### src/rtl/hram_host_bridge.sv
// hram_host_bridge: byte-stream command front-end for the hyper_xface HyperRAM controller.
// Frames are one command byte plus PB payload bytes; every command returns one PB-byte word.
module hram_host_bridge #(
    parameter int unsigned DW        = 32,
    parameter int unsigned AW        = 32,
    parameter int unsigned MAX_BURST = 16,
    parameter logic [7:0]  LAT_1X    = 8'h10,
    parameter logic [7:0]  LAT_2X    = 8'd22
) (
    input  logic              clk,
    input  logic              reset,
    input  logic              rx_valid,
    input  logic [7:0]        rx_data,
    input  logic              tx_ready,
    output logic              tx_start,
    output logic [7:0]        tx_data,
    output logic              xf_rd_req,
    output logic              xf_wr_req,
    output logic [AW-1:0]     xf_addr,
    output logic [DW-1:0]     xf_wr_d,
    output logic [DW/8-1:0]   xf_wr_byte_en,
    output logic [5:0]        xf_rd_num_dwords,
    input  logic [DW-1:0]     xf_rd_d,
    input  logic              xf_rd_rdy,
    input  logic              xf_busy,
    output logic [7:0]        latency_1x,
    output logic [7:0]        latency_2x,
    output logic              mem_or_reg,
    output logic              err
);

    localparam int unsigned   PB       = DW / 8;
    localparam int unsigned   IW       = $clog2(MAX_BURST);
    localparam int unsigned   CW       = $clog2(PB + 2);
    localparam logic [CW-1:0] LastRx   = CW'(PB);
    localparam logic [6:0]    MaxBurst = 7'(MAX_BURST);
    localparam logic [DW-1:0] ErrW     = '1;

    localparam logic [7:0] CmdAddr    = 8'h01;
    localparam logic [7:0] CmdLoad    = 8'h02;
    localparam logic [7:0] CmdWrite   = 8'h03;
    localparam logic [7:0] CmdRead    = 8'h04;
    localparam logic [7:0] CmdReadReq = 8'h05;
    localparam logic [7:0] CmdCfg     = 8'h06;

    typedef enum logic [2:0] {
        StRx,
        StExec,
        StIssue,
        StCollect,
        StTxSend,
        StTxWait
    } state_e;

    state_e          state_q;
    logic [CW-1:0]   rx_cnt_q;
    logic [CW-1:0]   tx_cnt_q;
    logic [7:0]      cmd_q;
    logic [DW-1:0]   payload_q;
    logic [DW-1:0]   resp_q;
    logic [5:0]      burst_len_q;
    logic [5:0]      idx_q;
    logic [DW-1:0]   rd_buf_q [MAX_BURST];

    logic            tx_start_q;
    logic [7:0]      tx_data_q;
    logic            rd_req_q;
    logic            wr_req_q;
    logic [AW-1:0]   addr_q;
    logic [DW-1:0]   wr_d_q;
    logic [PB-1:0]   byte_en_q;
    logic [5:0]      num_dw_q;
    logic [7:0]      lat_1x_q;
    logic [7:0]      lat_2x_q;
    logic            mem_or_reg_q;
    logic            err_q;

    logic [5:0]      req_n;
    logic            n_bad;
    logic [IW-1:0]   rd_idx;
    logic            idx_bad;
    logic            buf_we;
    logic [DW-1:0]   resp_word;
    logic            exec_err;
    logic            exec_issue;

    assign req_n   = payload_q[5:0];
    assign n_bad   = (req_n == 6'd0) || ({1'b0, req_n} > MaxBurst);
    assign rd_idx  = payload_q[IW-1:0];
    assign idx_bad = 6'(rd_idx) >= burst_len_q;
    assign buf_we  = (state_q == StCollect) && xf_rd_rdy;

    // Response word and error outcome of the command being executed.
    always_comb begin
        resp_word  = payload_q;
        exec_err   = 1'b0;
        exec_issue = 1'b0;
        case (cmd_q)
            CmdAddr, CmdLoad, CmdCfg: resp_word = payload_q;
            CmdWrite: begin
                resp_word  = DW'(CmdWrite);
                exec_issue = 1'b1;
            end
            CmdRead: begin
                if (idx_bad) begin
                    resp_word = ErrW;
                    exec_err  = 1'b1;
                end else begin
                    resp_word = rd_buf_q[rd_idx];
                end
            end
            CmdReadReq: begin
                if (n_bad) begin
                    resp_word = ErrW;
                    exec_err  = 1'b1;
                end else begin
                    resp_word  = DW'(req_n);
                    exec_issue = 1'b1;
                end
            end
            default: begin
                resp_word = ErrW;
                exec_err  = 1'b1;
            end
        endcase
    end

    // Read buffer has no reset: contents persist across commands and resets.
    always_ff @(posedge clk) begin
        if (buf_we) begin
            rd_buf_q[idx_q[IW-1:0]] <= xf_rd_d;
        end
    end

    always_ff @(posedge clk) begin
        if (reset) begin
            state_q      <= StRx;
            rx_cnt_q     <= '0;
            tx_cnt_q     <= '0;
            cmd_q        <= '0;
            payload_q    <= '0;
            resp_q       <= '0;
            burst_len_q  <= '0;
            idx_q        <= '0;
            tx_start_q   <= 1'b0;
            tx_data_q    <= '0;
            rd_req_q     <= 1'b0;
            wr_req_q     <= 1'b0;
            addr_q       <= '0;
            wr_d_q       <= '0;
            byte_en_q    <= '1;
            num_dw_q     <= 6'd1;
            lat_1x_q     <= LAT_1X;
            lat_2x_q     <= LAT_2X;
            mem_or_reg_q <= 1'b0;
            err_q        <= 1'b0;
        end else begin
            tx_start_q <= 1'b0;
            rd_req_q   <= 1'b0;
            wr_req_q   <= 1'b0;
            if (rx_valid && (state_q != StRx)) begin
                err_q <= 1'b1;
            end
            unique case (state_q)
                StRx: begin
                    if (rx_valid) begin
                        if (rx_cnt_q == '0) begin
                            cmd_q <= rx_data;
                        end else begin
                            payload_q <= {payload_q[DW-9:0], rx_data};
                        end
                        if (rx_cnt_q == LastRx) begin
                            rx_cnt_q <= '0;
                            state_q  <= StExec;
                        end else begin
                            rx_cnt_q <= rx_cnt_q + CW'(1);
                        end
                    end
                end
                StExec: begin
                    case (cmd_q)
                        CmdAddr: addr_q <= payload_q[AW-1:0];
                        CmdLoad: wr_d_q <= payload_q;
                        CmdReadReq: begin
                            if (!n_bad) begin
                                num_dw_q    <= req_n;
                                burst_len_q <= req_n;
                                idx_q       <= '0;
                            end
                        end
                        CmdCfg: begin
                            lat_2x_q     <= payload_q[7:0];
                            lat_1x_q     <= payload_q[15:8];
                            mem_or_reg_q <= payload_q[16];
                            byte_en_q    <= payload_q[DW-1:DW-PB];
                        end
                        default: ;
                    endcase
                    if (exec_err) begin
                        err_q <= 1'b1;
                    end
                    if (exec_issue) begin
                        resp_q   <= resp_word;
                        tx_cnt_q <= CW'(PB);
                        state_q  <= StIssue;
                    end else if (tx_ready) begin
                        // Launch the first byte straight away to save a cycle of latency.
                        tx_start_q <= 1'b1;
                        tx_data_q  <= resp_word[DW-1 -: 8];
                        resp_q     <= resp_word << 8;
                        tx_cnt_q   <= CW'(PB - 1);
                        state_q    <= StTxWait;
                    end else begin
                        resp_q   <= resp_word;
                        tx_cnt_q <= CW'(PB);
                        state_q  <= StTxSend;
                    end
                end
                StIssue: begin
                    if (!xf_busy) begin
                        if (cmd_q == CmdWrite) begin
                            wr_req_q <= 1'b1;
                            state_q  <= StTxSend;
                        end else begin
                            rd_req_q <= 1'b1;
                            state_q  <= StCollect;
                        end
                    end
                end
                StCollect: begin
                    if (xf_rd_rdy) begin
                        idx_q <= idx_q + 6'd1;
                        if ((idx_q + 6'd1) == burst_len_q) begin
                            state_q <= StTxSend;
                        end
                    end
                end
                StTxSend: begin
                    if (tx_ready) begin
                        tx_start_q <= 1'b1;
                        tx_data_q  <= resp_q[DW-1 -: 8];
                        resp_q     <= resp_q << 8;
                        tx_cnt_q   <= tx_cnt_q - CW'(1);
                        state_q    <= StTxWait;
                    end
                end
                StTxWait: begin
                    // Ready may lag tx_start; only move on once it has dropped.
                    if (!tx_ready) begin
                        state_q <= (tx_cnt_q == '0) ? StRx : StTxSend;
                    end
                end
                default: state_q <= StRx;
            endcase
        end
    end

    assign tx_start         = tx_start_q;
    assign tx_data          = tx_data_q;
    assign xf_rd_req        = rd_req_q;
    assign xf_wr_req        = wr_req_q;
    assign xf_addr          = addr_q;
    assign xf_wr_d          = wr_d_q;
    assign xf_wr_byte_en    = byte_en_q;
    assign xf_rd_num_dwords = num_dw_q;
    assign latency_1x       = lat_1x_q;
    assign latency_2x       = lat_2x_q;
    assign mem_or_reg       = mem_or_reg_q;
    assign err              = err_q;

endmodule
### config.mk
export PLATFORM = sky130hd
export DESIGN_NAME = hram_host_bridge
export DESIGN_NICKNAME = d
export VERILOG_FILES = /design/src/rtl/hram_host_bridge.sv
export SDC_FILE = /design/constraint.sdc
export NUM_CORES = 1
export LEC_CHECK = 0
export BUFFER_PORTS_ARGS = -buffer_cell sky130_fd_sc_hd__buf_2
export CORE_ASPECT_RATIO = 1.1
export CORE_MARGIN = 4
export CORE_UTILIZATION = 49
export DETAILED_ROUTE_END_ITERATION = 10
export PLACE_DENSITY = 0.74
export REMOVE_ABC_BUFFERS = 1
export SYNTH_ARGS = -nofsm -noshare
export SYNTH_HDL_FRONTEND = slang
export SYNTH_SLANG_ARGS = --single-unit
### constraint.sdc
create_clock -name clk -period 3.8 [get_ports clk]
set_input_delay 0.76 -clock clk [delete_from_list [all_inputs] [get_ports clk]]
set_output_delay 0.76 -clock clk [all_outputs]
set_load 0.01 [all_outputs]
==> results.py <==
metrics = {
    "drt": {
        "postRouteAntennaNets": 0,
        "routed_wl_um": 68270,
        "wire_per_inst_um": 24.06,
        "vias": 16897,
        "first_pass_iters": 7,
        "vias_per_cell": 5.956,
        "drt_iter0_drc": 1933,
        "drc": 0,
    },
    "layout": {
        "instances_no_fill": 2837,
        "regArea_sq_mm": 0.01929,
        "syn_to_final_growth_pct": 13.17,
        "nFillCells": 4252,
        "largest_reg_flops": 512,
        "nets": 2098,
        "multi_input_comb_area_sq_mm": 0.007969,
        "fin_area_sq_mm": 0.03139,
        "drive_gt1_share_pct": 21.84,
        "utilization_pct": 56.03,
    },
    "clock_tree": {
        "post_cts_buffers": 0,
        "clock_latency_ps": 630,
        "cts_made_buffers": 61,
        "cts-root-buf": "clkbuf_16",
        "htree_levels": 2,
        "cts_num_sinks": 707,
        "cts_tree": "done",
        "clk_pin_slew_ps": 70,
        "clock_path_buffers": 3,
        "ctsHoldBuffers": 0,
        "cts-resized-gates": 0,
    },
    "run": {
        "drv_cap": 0,
    },
    "setup_path": {
        "critPathMaxFanout": 11,
        "crit_arrival_ps": 3740,
        "cp-start-kind": "flip-flop",
        "endpoint": "resp_q[25]",
        "path_cells": "inv_1 > ha_1 > nand2b_1 > a21oi_1 > a2111oi_0 > or3_1 > a211oi_1 > nand2b_1 > a311oi_1",
        "timing.critical_path.mode_cell": "nand2b_1",
        "required_ps": 4340,
        "r2r_end": "resp_q[25]",
        "crit_start": "payload_q[0]",
        "path_class": "reg -> reg",
        "critPathCaptureType": "flip-flop",
        "rrSetupSlack_ps": 590,
        "worst_path_largest_cell_delay_ps": 920,
        "crit_slowest_cell": "a2111oi_0",
        "r2r_start": "payload_q[0]",
        "r2r_cells": 9,
    },
    "synthesis": {
        "yosysWarnings": 0,
        "synth_edf_count": 512,
        "synth_common_cells": "edfxtp_1 (512), nand2_1 (318), dfxtp_1 (195)",
        "ys_seq_area_share_pct": 69.52,
        "synth_flop_cell": "edfxtp_1",
        "synth_cells": 1904,
        "syn-cell-area_sq_mm": 0.02773,
        "synth_area_leader_cell": "edfxtp_1",
        "synth_top_area_share_pct": 55.44,
        "synth.avg_cell_area_sq_um": 14.56,
        "synth-seq-cells": 707,
        "synth.most_common_cell": "edfxtp_1",
        "synthTopCellsByArea": "edfxtp_1 (55%), dfxtp_1 (14%), mux4_2 (10%)",
        "yosysUniqueCellTypes": 67,
        "synthArstFlopShare_pct": 0,
    },
    "sta": {
        "fmax_mhz": 311.8,
        "slew_headroom_pct": 27.29,
        "min_period_ps": 3207,
        "finalCritPeriodShare_pct": 84.40,
        "skew_ps": 14.61,
        "rsz0062_at_grt": "false",
        "hold_slack_ps": 400.4,
        "finalSetupViolations": 0,
        "tns_ps": 0,
        "slew_violations": 0,
        "worst_pin_slew_ps": 1063,
        "finalHoldViolations": 0,
    },
    "floorplan": {
        "dieArea_sq_mm": 0.06047,
        "chipHeight_um": 257.5,
        "rows": 91,
        "core-area_sq_mm": 0.05602,
        "die_width_um": 234.8,
        "initial_utilization_pct": 49.50,
        "ios": 149,
    },
    "pwr": {
        "peakVddDrop_v": 0.0003419,
        "power.density_mw_per_mm2": 531.7,
        "leakagePower_uw": 0.01030,
    },
    "global_routing": {
        "antenna_found_initial": 8,
        "grt_pass1_wl_um": 103000,
        "grt.overflow.total": 0,
        "grt_max_degree": 140,
        "grt_pass1_vias": 16548,
        "track_usage_pct": 22.08,
    },
    "placement": {
        "portBuffers": 148,
        "placed_area_sq_mm": 0.02945,
        "dp.cells": 2721,
        "place_congestion": 0.8857,
        "dp_hpwl_um": 40380,
    },
    "hold_path": {
        "whs_path_depth": 3,
        "hp-class": "in -> reg",
    },
    "status": {
        "outcome": "complete, no violations",
    },
}
==> layout make-up <==
cell class                      count  share of cell area (%)
Timing Repair Buffer              198                   3.763
Tap cell                          744                   2.966
Multi-Input combinational cell   1050                   25.39
Sequential cell                   707                   61.46
Inverter                           22                  0.2631
Clock buffer                       81                   5.402
Clock inverter                     30                  0.7136
Antenna cell                        5                 0.03987
==> per-layer routing <==
layer  up-vias  part of all wire, %  global-route usage, %
li1       7446                    -                      -
met1      8410                   38                  29.32
met2       884                   49                  36.03
met3       151                  9.9                  5.477
met4         6                  3.5                  7.550
met5         -                0.057                      0
==> critical path, delay by kind of cell (launching register included) <==
family	cells	cell delay, ps
buf+inv	1	110
flops	1	480
fa+ha+maj	1	280
compound gates	4	1400
simple gates	3	840
==> power by group <==
part           switching, uW  internal [uW]  total, uW  leakage (uW)
logic                   1250            820       2060       0.00317
clock network           2710           3220       5920      0.000947
registers                240           8460       8700       0.00618
total                   4190          12500      16700        0.0103
==> worst min path at each step <==
stage,from,to,slack (ps)
2_1_floorplan,resp_q[2],resp_q[2],420
3_3_place_gp,err,err,440
3_5_place_dp,tx_data[0],tx_data[0],440
4_1_cts,rx_data[0],cmd_q[0],380
5_1_grt,rx_data[5],payload_q[5],410
6_report,rx_data[0],cmd_q[0],400
==> cell families after synthesis <==
logic type / Yosys count / share of synthesized area [%]
xor gates and xnor gates: 8 / 0.2527
DFF: 707 / 69.52
muxes: 180 / 12.33
AOI/OAI and AO/OA: 298 / 6.660
adders and majority gates: 12 / 0.5414
and+or+nand+nor: 552 / 8.473
buffers and inverters: 147 / 2.224
==> through the flow <==
step           worst slack (ps)  total power (uW)
2_1_floorplan             -2465             10230
3_5_place_dp              651.7             10900
5_1_grt                   389.3             17310
6_report                  592.7             16690
4_1_cts                   621.2             16740
3_3_place_gp              677.8             10830
==> cells in the final DEF, fill, tap and decap left out, types with 5 or more instances in the layout <==
cell type	count
mux4_2	129
o31ai_1	7
nand3b_1	12
clkbuf_16	64
nand3_1	18
a21oi_1	157
clkinv_2	13
edfxtp_1	512
nand2_1	318
o22ai_1	8
nor2_1	110
a22o_1	5
mux2i_1	48
nand2b_1	12
dfxtp_1	192
ha_1	12
o21ai_0	29
buf_12	5
inv_1	22
o211ai_1	8
nor3_1	25
a22oi_1	7
buf_4	46
diode_2	5
a211oi_1	20
clkinv_1	6
nor3_2	8
a221oi_1	25
clkbuf_1	14
and3_1	7
nor2_4	12
xnor2_1	8
buf_2	147
No activity file was read; power rests on OpenSTA's default activity.
